### src/rtl/ama_pipe_adder.sv
// Pipelined approximate adder of 4-bit mirror-adder segments (exact or AMA4).
// Define AMA_ERR_MON_EN to add the exact shadow adder and error monitor.
module ama_pipe_adder #(
  parameter  int WIDTH         = 32,
  parameter  int SEG_PER_STAGE = 2,
  localparam int NSEG          = WIDTH / 4,
  localparam int STAGES        = NSEG / SEG_PER_STAGE,
  localparam int APW           = $clog2(NSEG + 1)
) (
  input  logic             clk,
  input  logic             rst_n,
  input  logic             in_valid,
  output logic             in_ready,
  input  logic [WIDTH-1:0] a,
  input  logic [WIDTH-1:0] b,
  input  logic             cin,
  input  logic [APW-1:0]   appr_segs,
  output logic             out_valid,
  input  logic             out_ready,
  output logic [WIDTH-1:0] sum,
  output logic             cout
`ifdef AMA_ERR_MON_EN
  ,
  input  logic             err_clr,
  output logic             err_flag,
  output logic [15:0]      err_cnt
`endif
);

  function automatic logic [4:0] seg_add(
    input logic [3:0] x,
    input logic [3:0] y,
    input logic       ci,
    input logic       ap
  );
    logic [3:0] s;
    logic       c;
    c = ci;
    s = '0;
    for (int i = 0; i < 4; i++) begin
      if (ap) begin
        s[i] = y[i] & (~x[i] | c);
        c    = x[i];
      end else begin
        s[i] = x[i] ^ y[i] ^ c;
        c    = (x[i] & y[i]) | (x[i] & c) | (y[i] & c);
      end
    end
    return {c, s};
  endfunction

  logic [STAGES-1:0] r_v;
  logic [WIDTH-1:0]  r_a    [STAGES];
  logic [WIDTH-1:0]  r_b    [STAGES];
  logic [WIDTH-1:0]  r_sum  [STAGES];
  logic              r_c    [STAGES];
  logic [APW-1:0]    r_appr [STAGES];

  logic [STAGES-1:0] w_v_src;
  logic [WIDTH-1:0]  w_a_src    [STAGES];
  logic [WIDTH-1:0]  w_b_src    [STAGES];
  logic [WIDTH-1:0]  w_sum_src  [STAGES];
  logic              w_c_src    [STAGES];
  logic [APW-1:0]    w_appr_src [STAGES];
  logic [WIDTH-1:0]  w_sum_nx   [STAGES];
  logic              w_c_nx     [STAGES];
  logic [STAGES-1:0] w_load;
  logic [APW-1:0]    w_appr_sat;

  assign w_appr_sat = (appr_segs > APW'(NSEG)) ? APW'(NSEG) : appr_segs;

  always_comb begin
    w_v_src[0]    = in_valid;
    w_a_src[0]    = a;
    w_b_src[0]    = b;
    w_sum_src[0]  = '0;
    w_c_src[0]    = cin;
    w_appr_src[0] = w_appr_sat;
    for (int k = 1; k < STAGES; k++) begin
      w_v_src[k]    = r_v[k-1];
      w_a_src[k]    = r_a[k-1];
      w_b_src[k]    = r_b[k-1];
      w_sum_src[k]  = r_sum[k-1];
      w_c_src[k]    = r_c[k-1];
      w_appr_src[k] = r_appr[k-1];
    end
  end

  // A stage may load unless it and every stage after it are full
  // while the consumer stalls.
  always_comb begin
    logic full;
    full   = 1'b1;
    w_load = '0;
    for (int k = STAGES - 1; k >= 0; k--) begin
      full      = full & r_v[k];
      w_load[k] = out_ready | ~full;
    end
  end

  always_comb begin
    logic       c;
    logic [4:0] t;
    c = 1'b0;
    t = '0;
    for (int k = 0; k < STAGES; k++) begin
      w_sum_nx[k] = w_sum_src[k];
      c           = w_c_src[k];
      for (int s = 0; s < SEG_PER_STAGE; s++) begin
        t = seg_add(
          w_a_src[k][4*(k*SEG_PER_STAGE+s) +: 4],
          w_b_src[k][4*(k*SEG_PER_STAGE+s) +: 4],
          c,
          (k * SEG_PER_STAGE + s) < int'(w_appr_src[k])
        );
        w_sum_nx[k][4*(k*SEG_PER_STAGE+s) +: 4] = t[3:0];
        c = t[4];
      end
      w_c_nx[k] = c;
    end
  end

  always_ff @(posedge clk or negedge rst_n) begin
    if (!rst_n) begin
      r_v <= '0;
      for (int k = 0; k < STAGES; k++) begin
        r_a[k]    <= '0;
        r_b[k]    <= '0;
        r_sum[k]  <= '0;
        r_c[k]    <= 1'b0;
        r_appr[k] <= '0;
      end
    end else begin
      for (int k = 0; k < STAGES; k++) begin
        if (w_load[k]) begin
          r_v[k]    <= w_v_src[k];
          r_a[k]    <= w_a_src[k];
          r_b[k]    <= w_b_src[k];
          r_sum[k]  <= w_sum_nx[k];
          r_c[k]    <= w_c_nx[k];
          r_appr[k] <= w_appr_src[k];
        end
      end
    end
  end

  assign in_ready  = w_load[0];
  assign out_valid = r_v[STAGES-1];
  assign sum       = r_sum[STAGES-1];
  assign cout      = r_c[STAGES-1];

`ifdef AMA_ERR_MON_EN
  logic [WIDTH:0] r_x [STAGES];
  logic [WIDTH:0] w_x_src [STAGES];
  logic [15:0]    r_err_cnt;

  always_comb begin
    w_x_src[0] = {1'b0, a} + {1'b0, b} + {{WIDTH{1'b0}}, cin};
    for (int k = 1; k < STAGES; k++) begin
      w_x_src[k] = r_x[k-1];
    end
  end

  always_ff @(posedge clk or negedge rst_n) begin
    if (!rst_n) begin
      for (int k = 0; k < STAGES; k++) begin
        r_x[k] <= '0;
      end
    end else begin
      for (int k = 0; k < STAGES; k++) begin
        if (w_load[k]) begin
          r_x[k] <= w_x_src[k];
        end
      end
    end
  end

  assign err_flag = r_v[STAGES-1] &
    ({r_c[STAGES-1], r_sum[STAGES-1]} != r_x[STAGES-1]);

  always_ff @(posedge clk or negedge rst_n) begin
    if (!rst_n) begin
      r_err_cnt <= '0;
    end else if (err_clr) begin
      r_err_cnt <= '0;
    end else if (out_valid & out_ready & err_flag & ~&r_err_cnt) begin
      r_err_cnt <= r_err_cnt + 16'd1;
    end
  end

  assign err_cnt = r_err_cnt;
`endif

endmodule

### config.mk
export PLATFORM = sky130hd
export DESIGN_NAME = ama_pipe_adder
export DESIGN_NICKNAME = d
export VERILOG_FILES = /design/src/rtl/ama_pipe_adder.sv
export SDC_FILE = /design/constraint.sdc
export NUM_CORES = 1
export LEC_CHECK = 0
export ABC_CLOCK_PERIOD_IN_PS = 5620
export CORE_ASPECT_RATIO = 1.5
export CORE_MARGIN = 2
export CORE_UTILIZATION = 35
export DETAILED_ROUTE_END_ITERATION = 6
export DONT_BUFFER_PORTS = 1
export PLACE_DENSITY_LB_ADDON = 0.15
export SYNTH_ARGS = -nofsm -noshare
export SYNTH_HDL_FRONTEND = slang
export SYNTH_SLANG_ARGS = --single-unit
export TNS_END_PERCENT = 30
### constraint.sdc
create_clock -name clk -period 5.62 [get_ports clk]
set_input_delay 0.562 -clock clk [delete_from_list [all_inputs] [get_ports clk]]
set_output_delay 0.562 -clock clk [all_outputs]
set_load 0.005 [all_outputs]
-- Word level (Yosys, flattened, before mapping)
Index checks and enable logic that the tools add are counted.
- bits in registers: 292
- bits of input ports: 73
- output and inout port bits: 35
- $lt $le $gt $ge: 9
- multiplexer cells: 65
- bitwise operators: 331
- operator list (cell ; count):
    1-bit AND ; 131
    1-bit bitwise OR ; 100
    1-bit 2-to-1 mux ; 64
    1-bit bitwise XOR ; 64
    1-bit inverter ; 36
    3-bit by 4-bit < comparator with 1-bit output (first input constant) ; 4
    1-bit by 4-bit < comparator with 1-bit output (first input constant) ; 2
    2-bit by 4-bit < comparator with 1-bit output (first input constant) ; 2
    4-bit > comparator (second input constant) ; 1
    4-bit 2-to-1 mux ; 1

-- Depth between registers and ports, before layout
- depth in word-level cells: 32
- mapped depth: 25
- depth with buffers taken out: 25

-- Least setup slack after synthesis
No wires, ideal clock.
- path type: register to register
- from: register r_appr[9] in the netlist's numbering
- to: register r_sum[55] in the netlist's numbering
- setup time: 77 ps
- arrival: 5208 ps
- data required time: 5543 ps
- path slack: 335 ps
- stages on the path, launching flop included: 24
- period minus slack after synthesis: 5285 ps
- path through: dfrtp_1 -> o21a_1 -> or2_2 -> clkbuf_1 -> nand2_1 -> o21ai_0 -> fa_1 -> mux2_2 -> fa_1 -> mux2_2 -> fa_1 -> inv_1 -> o32ai_1 -> fa_1 -> nand2_1 -> o21ai_0 -> fa_1 -> nand2_1 -> nand2_1 -> fa_1 -> mux2i_1 -> fa_1 -> mux2_2 -> a21oi_1
- longest elaborated chain between the ends: 29
- elaborated cells between the ends (all ways): 37
- classes of those cells: order compare (2); mux (8); bitwise (27)
- ends and longest elaborated chain (what ; line ; RTL):
    start, declared ; 57 ; logic [APW-1:0] r_appr [STAGES];
    start signal, assigned by index ; 141 ; r_appr[k] <= w_appr_src[k];
    3-bit by 4-bit < comparator with 1-bit output ; 114 ; (k * SEG_PER_STAGE + s) < int'(w_appr_src[k])
    1-bit 2-to-1 mux ; 41 ; if (ap) begin
    1-bit AND ; 46 ; c = (x[i] & y[i]) | (x[i] & c) | (y[i] & c);
    1-bit bitwise OR (2 in series) ; 46 ;
    1-bit 2-to-1 mux ; 41 ;
    1-bit AND ; 46 ;
    1-bit bitwise OR (2 in series) ; 46 ;
    1-bit 2-to-1 mux ; 41 ;
    (+9 left out) ; - ;
    1-bit bitwise OR (2 in series) ; 46 ;
    1-bit 2-to-1 mux ; 41 ;
    1-bit AND ; 46 ;
    1-bit bitwise OR (2 in series) ; 46 ;
    1-bit 2-to-1 mux ; 41 ;
    1-bit bitwise OR ; 42 ; s[i] = y[i] & (~x[i] | c);
    1-bit AND ; 42 ;
    1-bit 2-to-1 mux * ; 41 ;
    end signal, assigned by index ; 139 ; r_sum[k] <= w_sum_nx[k];
    end, declared ; 55 ; logic [WIDTH-1:0] r_sum [STAGES];
Every way passes the cells marked *; elsewhere a longest branch is shown, timed or not.
A chain may end at the register's enable or synchronous reset.

-- Final worst setup path
- from: register r_appr[8] in the netlist's numbering
- to: register r_sum[55] in the netlist's numbering
The elaborated chain is that of the path after synthesis.

==> impl_metrics.csv <==
group,metric,value,unit
logic_synthesis,synthFlopType,"dfrtp_1",
logic_synthesis,synth-xor-area-share,0,%
clock_tree,worstSkewPairLatency,440,ps
timing,fin_worst_skew,9.11,ps
clock_tree,cts_sinks,196,
timing,hold_ws,54.0,ps
logic_synthesis,synth_area_leaders,"dfrtp_1 54%, mux2_2 7.8%, mux2_1 7.2%, fa_1 7.1%, nand2_1 6.4%",
grt,grt_pass1_wl,29.9,mm
logic_synthesis,synth_edf_count,0,
grt,grt_pass1_vias,5668,
timing,timing.final.ws_setup,219,ps
setup_path,endpoint_kind,"flip-flop",
layout,antenna_cells,0,
logic_synthesis,async_flop_share,100,%
logic_synthesis,synth_top_family_by_area,"multiplexers",
logic_synthesis,synth_compound_area_share,6.13,%
place,place_inst,1066,
logic_synthesis,ys_warn_count,0,
floorplan,coreArea,0.0257,sq mm
floorplan,io_pins,108,
logic_synthesis,synth_seq_cells,196,
clock_tree,h-tree-depth,4,
detailed_routing,drt_iter0_drc,203,
place,port_buffers,0,
logic_synthesis,yosysSeqAreaShare,54.0,%
clock_tree,path_clk_slew,70,ps
clock_tree,cts_buffers,17,
detailed_routing,route.detailed.drc,0,
floorplan,die_h,201,microns
timing,post-route-period-util,96.1,%
setup_path,ff2ff_path_depth,22,
timing,max-slew-margin-rel,23.3,%
logic_synthesis,synth_top_area_share,54.0,%
timing,setup_violations,0,
setup_path,arrival,5770,ps
min_path,hold_class,"in -> async",
timing,post-route-min-period,5400,ps
logic_synthesis,avgSynthCellArea,11.5,sq um
detailed_routing,first_pass_iters,4,
logic_synthesis,synthMuxAreaShare,15.7,%
grt,grt_use_total,14.1,%
clock_tree,clockBufferDepth,2,
clock_tree,cts_tree,"built",
detailed_routing,routed_wl,17.9,mm
detailed_routing,vias,5275,
place,routabilityCongestion,0.761,
floorplan,row_count,72,
logic_synthesis,syn-num-nets,896,
pwr,p_leak,4.34,nW
timing,worst_slew_pin_slew,1150,ps
grt,antenna_found_initial,1,
status,status,"finished, final reports clean",
logic_synthesis,synth_cells,791,
floorplan,start_util,35.4,%
layout,syn_to_final_growth,8.07,%
logic_synthesis,synth.distinct_cells,38,
floorplan,dieArea,0.0273,sq mm
logic_synthesis,synth_area_leader_cell,"dfrtp_1",
setup_path,start_kind,"flip-flop",
setup_path,cp.required,5990,ps
logic_synthesis,synth_adder_area_share,7.05,%
detailed_routing,wire_per_inst,16.2,microns
detailed_routing,vias_per_cell,4.79,
timing,tns,0,ps
timing,slew_viol_final,0,
clock_tree,clockRootBuffer,"clkbuf_16",
run,maxCapViolCount,0,
pwr,peakVddDrop,213,uV
timing,hold_viol,0,
grt,grt_max_degree,197,
logic_synthesis,synth.most_common_cell,"dfrtp_1",
timing,max_freq,0.185,GHz
setup_path,path_class,"reg -> reg",
detailed_routing,ant_nets,0,
floorplan,dieWidth,136,microns
place,pre_cts_slack,4.68,ps
logic_synthesis,synth-simple-area-share,11.4,%
layout,drive_gt1_share,15.6,%
logic_synthesis,ys_top_cells_by_count,"196 x dfrtp_1, 154 x nand2_1, 63 x mux2_2",
logic_synthesis,netlist_area,0.00908,sq mm
layout,fin_cells,1101,
place,dp_hpwl,12.0,mm
layout,final_nets,860,
pwr,powerDensity,398,mW/mm^2
grt,grt.overflow.total,0,
setup_path,cp_max_fo,6,
[through the flow]
| stage | util (%) | cell area [sq um] | total power, W |
|---|---|---|---|
| floorplan | - | 9080 | 0.00262 |
| global placement | 35.7 | 9170 | 0.00268 |
| detailed placement | 35.7 | 9170 | 0.00272 |
| CTS | 38.1 | 9790 | 0.00398 |
| global route | 38.2 | 9820 | 0.00419 |
| finish | 38.2 | 9820 | 0.00391 |
[state kept, by name (all words and copies together) (netlist names)]
register,flops
cout,1
r_a,48
r_appr,12
r_b,48
r_c,3
r_sum,48
r_v,4
sum,32
[per-layer routing]
layer,share of wire [%],track usage (%),up-vias
li1,-,-,2541
met3,3.1,2.92,16
met5,0,0,-
met2,53,24.8,69
met1,42,17.1,2649
met4,1.6,4.46,0
[power breakdown]
group          internal [W]  switching (W)
sequential          0.00172       0.000227
combinational      0.000360       0.000391
clock              0.000638       0.000568
total               0.00272        0.00119
[cells in the final DEF (no fill, tap or decap), types with 2 or more instances in the layout]
cell | synthesis | routed
fa_2 | 0 | 2
mux2_2 | 63 | 63
inv_8 | 0 | 4
nor3_1 | 3 | 3
mux2i_1 | 6 | 5
a31oi_1 | 21 | 21
buf_4 | 36 | 12
nand2b_1 | 20 | 19
inv_1 | 28 | 28
nand3b_1 | 3 | 3
o21a_1 | 5 | 5
nand3_1 | 18 | 17
nor2_1 | 37 | 37
a21oi_1 | 20 | 20
clkinv_4 | 0 | 2
mux2_1 | 58 | 58
dfrtp_1 | 196 | 196
o21ai_0 | 33 | 31
nand2_1 | 154 | 154
inv_6 | 0 | 2
clkinvlp_4 | 0 | 4
nor2b_1 | 2 | 2
fa_1 | 32 | 30
o211ai_1 | 7 | 7
o21ai_1 | 2 | 4
clkbuf_16 | 0 | 17
[worst paths after layout]
kind | slack, ps | start | endpoint
max reg2reg | 220 | r_appr[8]$_DFFE_PN0P_ | r_sum[55]$_DFFE_PN0P_
min in group clk | 240 | a[8] | r_a[104]$_DFFE_PN0P_
min | 50 | rst_n | r_b[109]$_DFFE_PN0P_
min reg2reg | 470 | r_sum[38]$_DFFE_PN0P_ | sum[6]$_DFFE_PN0P_
max | 220 | r_appr[8]$_DFFE_PN0P_ | r_sum[55]$_DFFE_PN0P_
max in group asynchronous | 4590 | rst_n | r_sum[45]$_DFFE_PN0P_
[timing repair]
item,in CTS,in global routing
hold buffers,1,0
endpoints found under the setup margin,1,1
gates resized for setup,0,7
hold endpoints to repair,196,0
setup buffers,1,1
pin swaps,0,3
[area by class of cell]
cell class,instances,area [sq um]
clock buffers,18,439
fillers,2514,15900
multi-input cells,499,3690
well taps,333,417
clock inverters,14,145
flip-flops and latches,196,4900
inverters,28,105
repair buffers,13,118
[logic make-up (layout without fill, tap and decap cells)]
| family | after synthesis | in the layout |
|---|---|---|
| compound gates | 95 | 95 |
| fa+ha+maj | 32 | 32 |
| buf+inv | 96 | 73 |
| flops | 196 | 196 |
| mux | 127 | 127 |
| simple gates | 245 | 245 |
[critical path, cell delays in order, from the launching register on]
cell and delay, ps:
dfrtp_1 400, o21a_1 250, or2_4 280, nand2_1 70, o21ai_1 90, fa_1 360
mux2_2 280, fa_1 360, mux2_2 280, fa_1 360, inv_1 70, o32ai_2 100
fa_2 340, nand2_1 60, o21ai_1 100, fa_2 390, nand2_1 70, nand2_1 70
fa_1 380, mux2i_2 180, fa_1 440, mux2_2 260, a21oi_1 130
(Power assumes the default switching activity.)
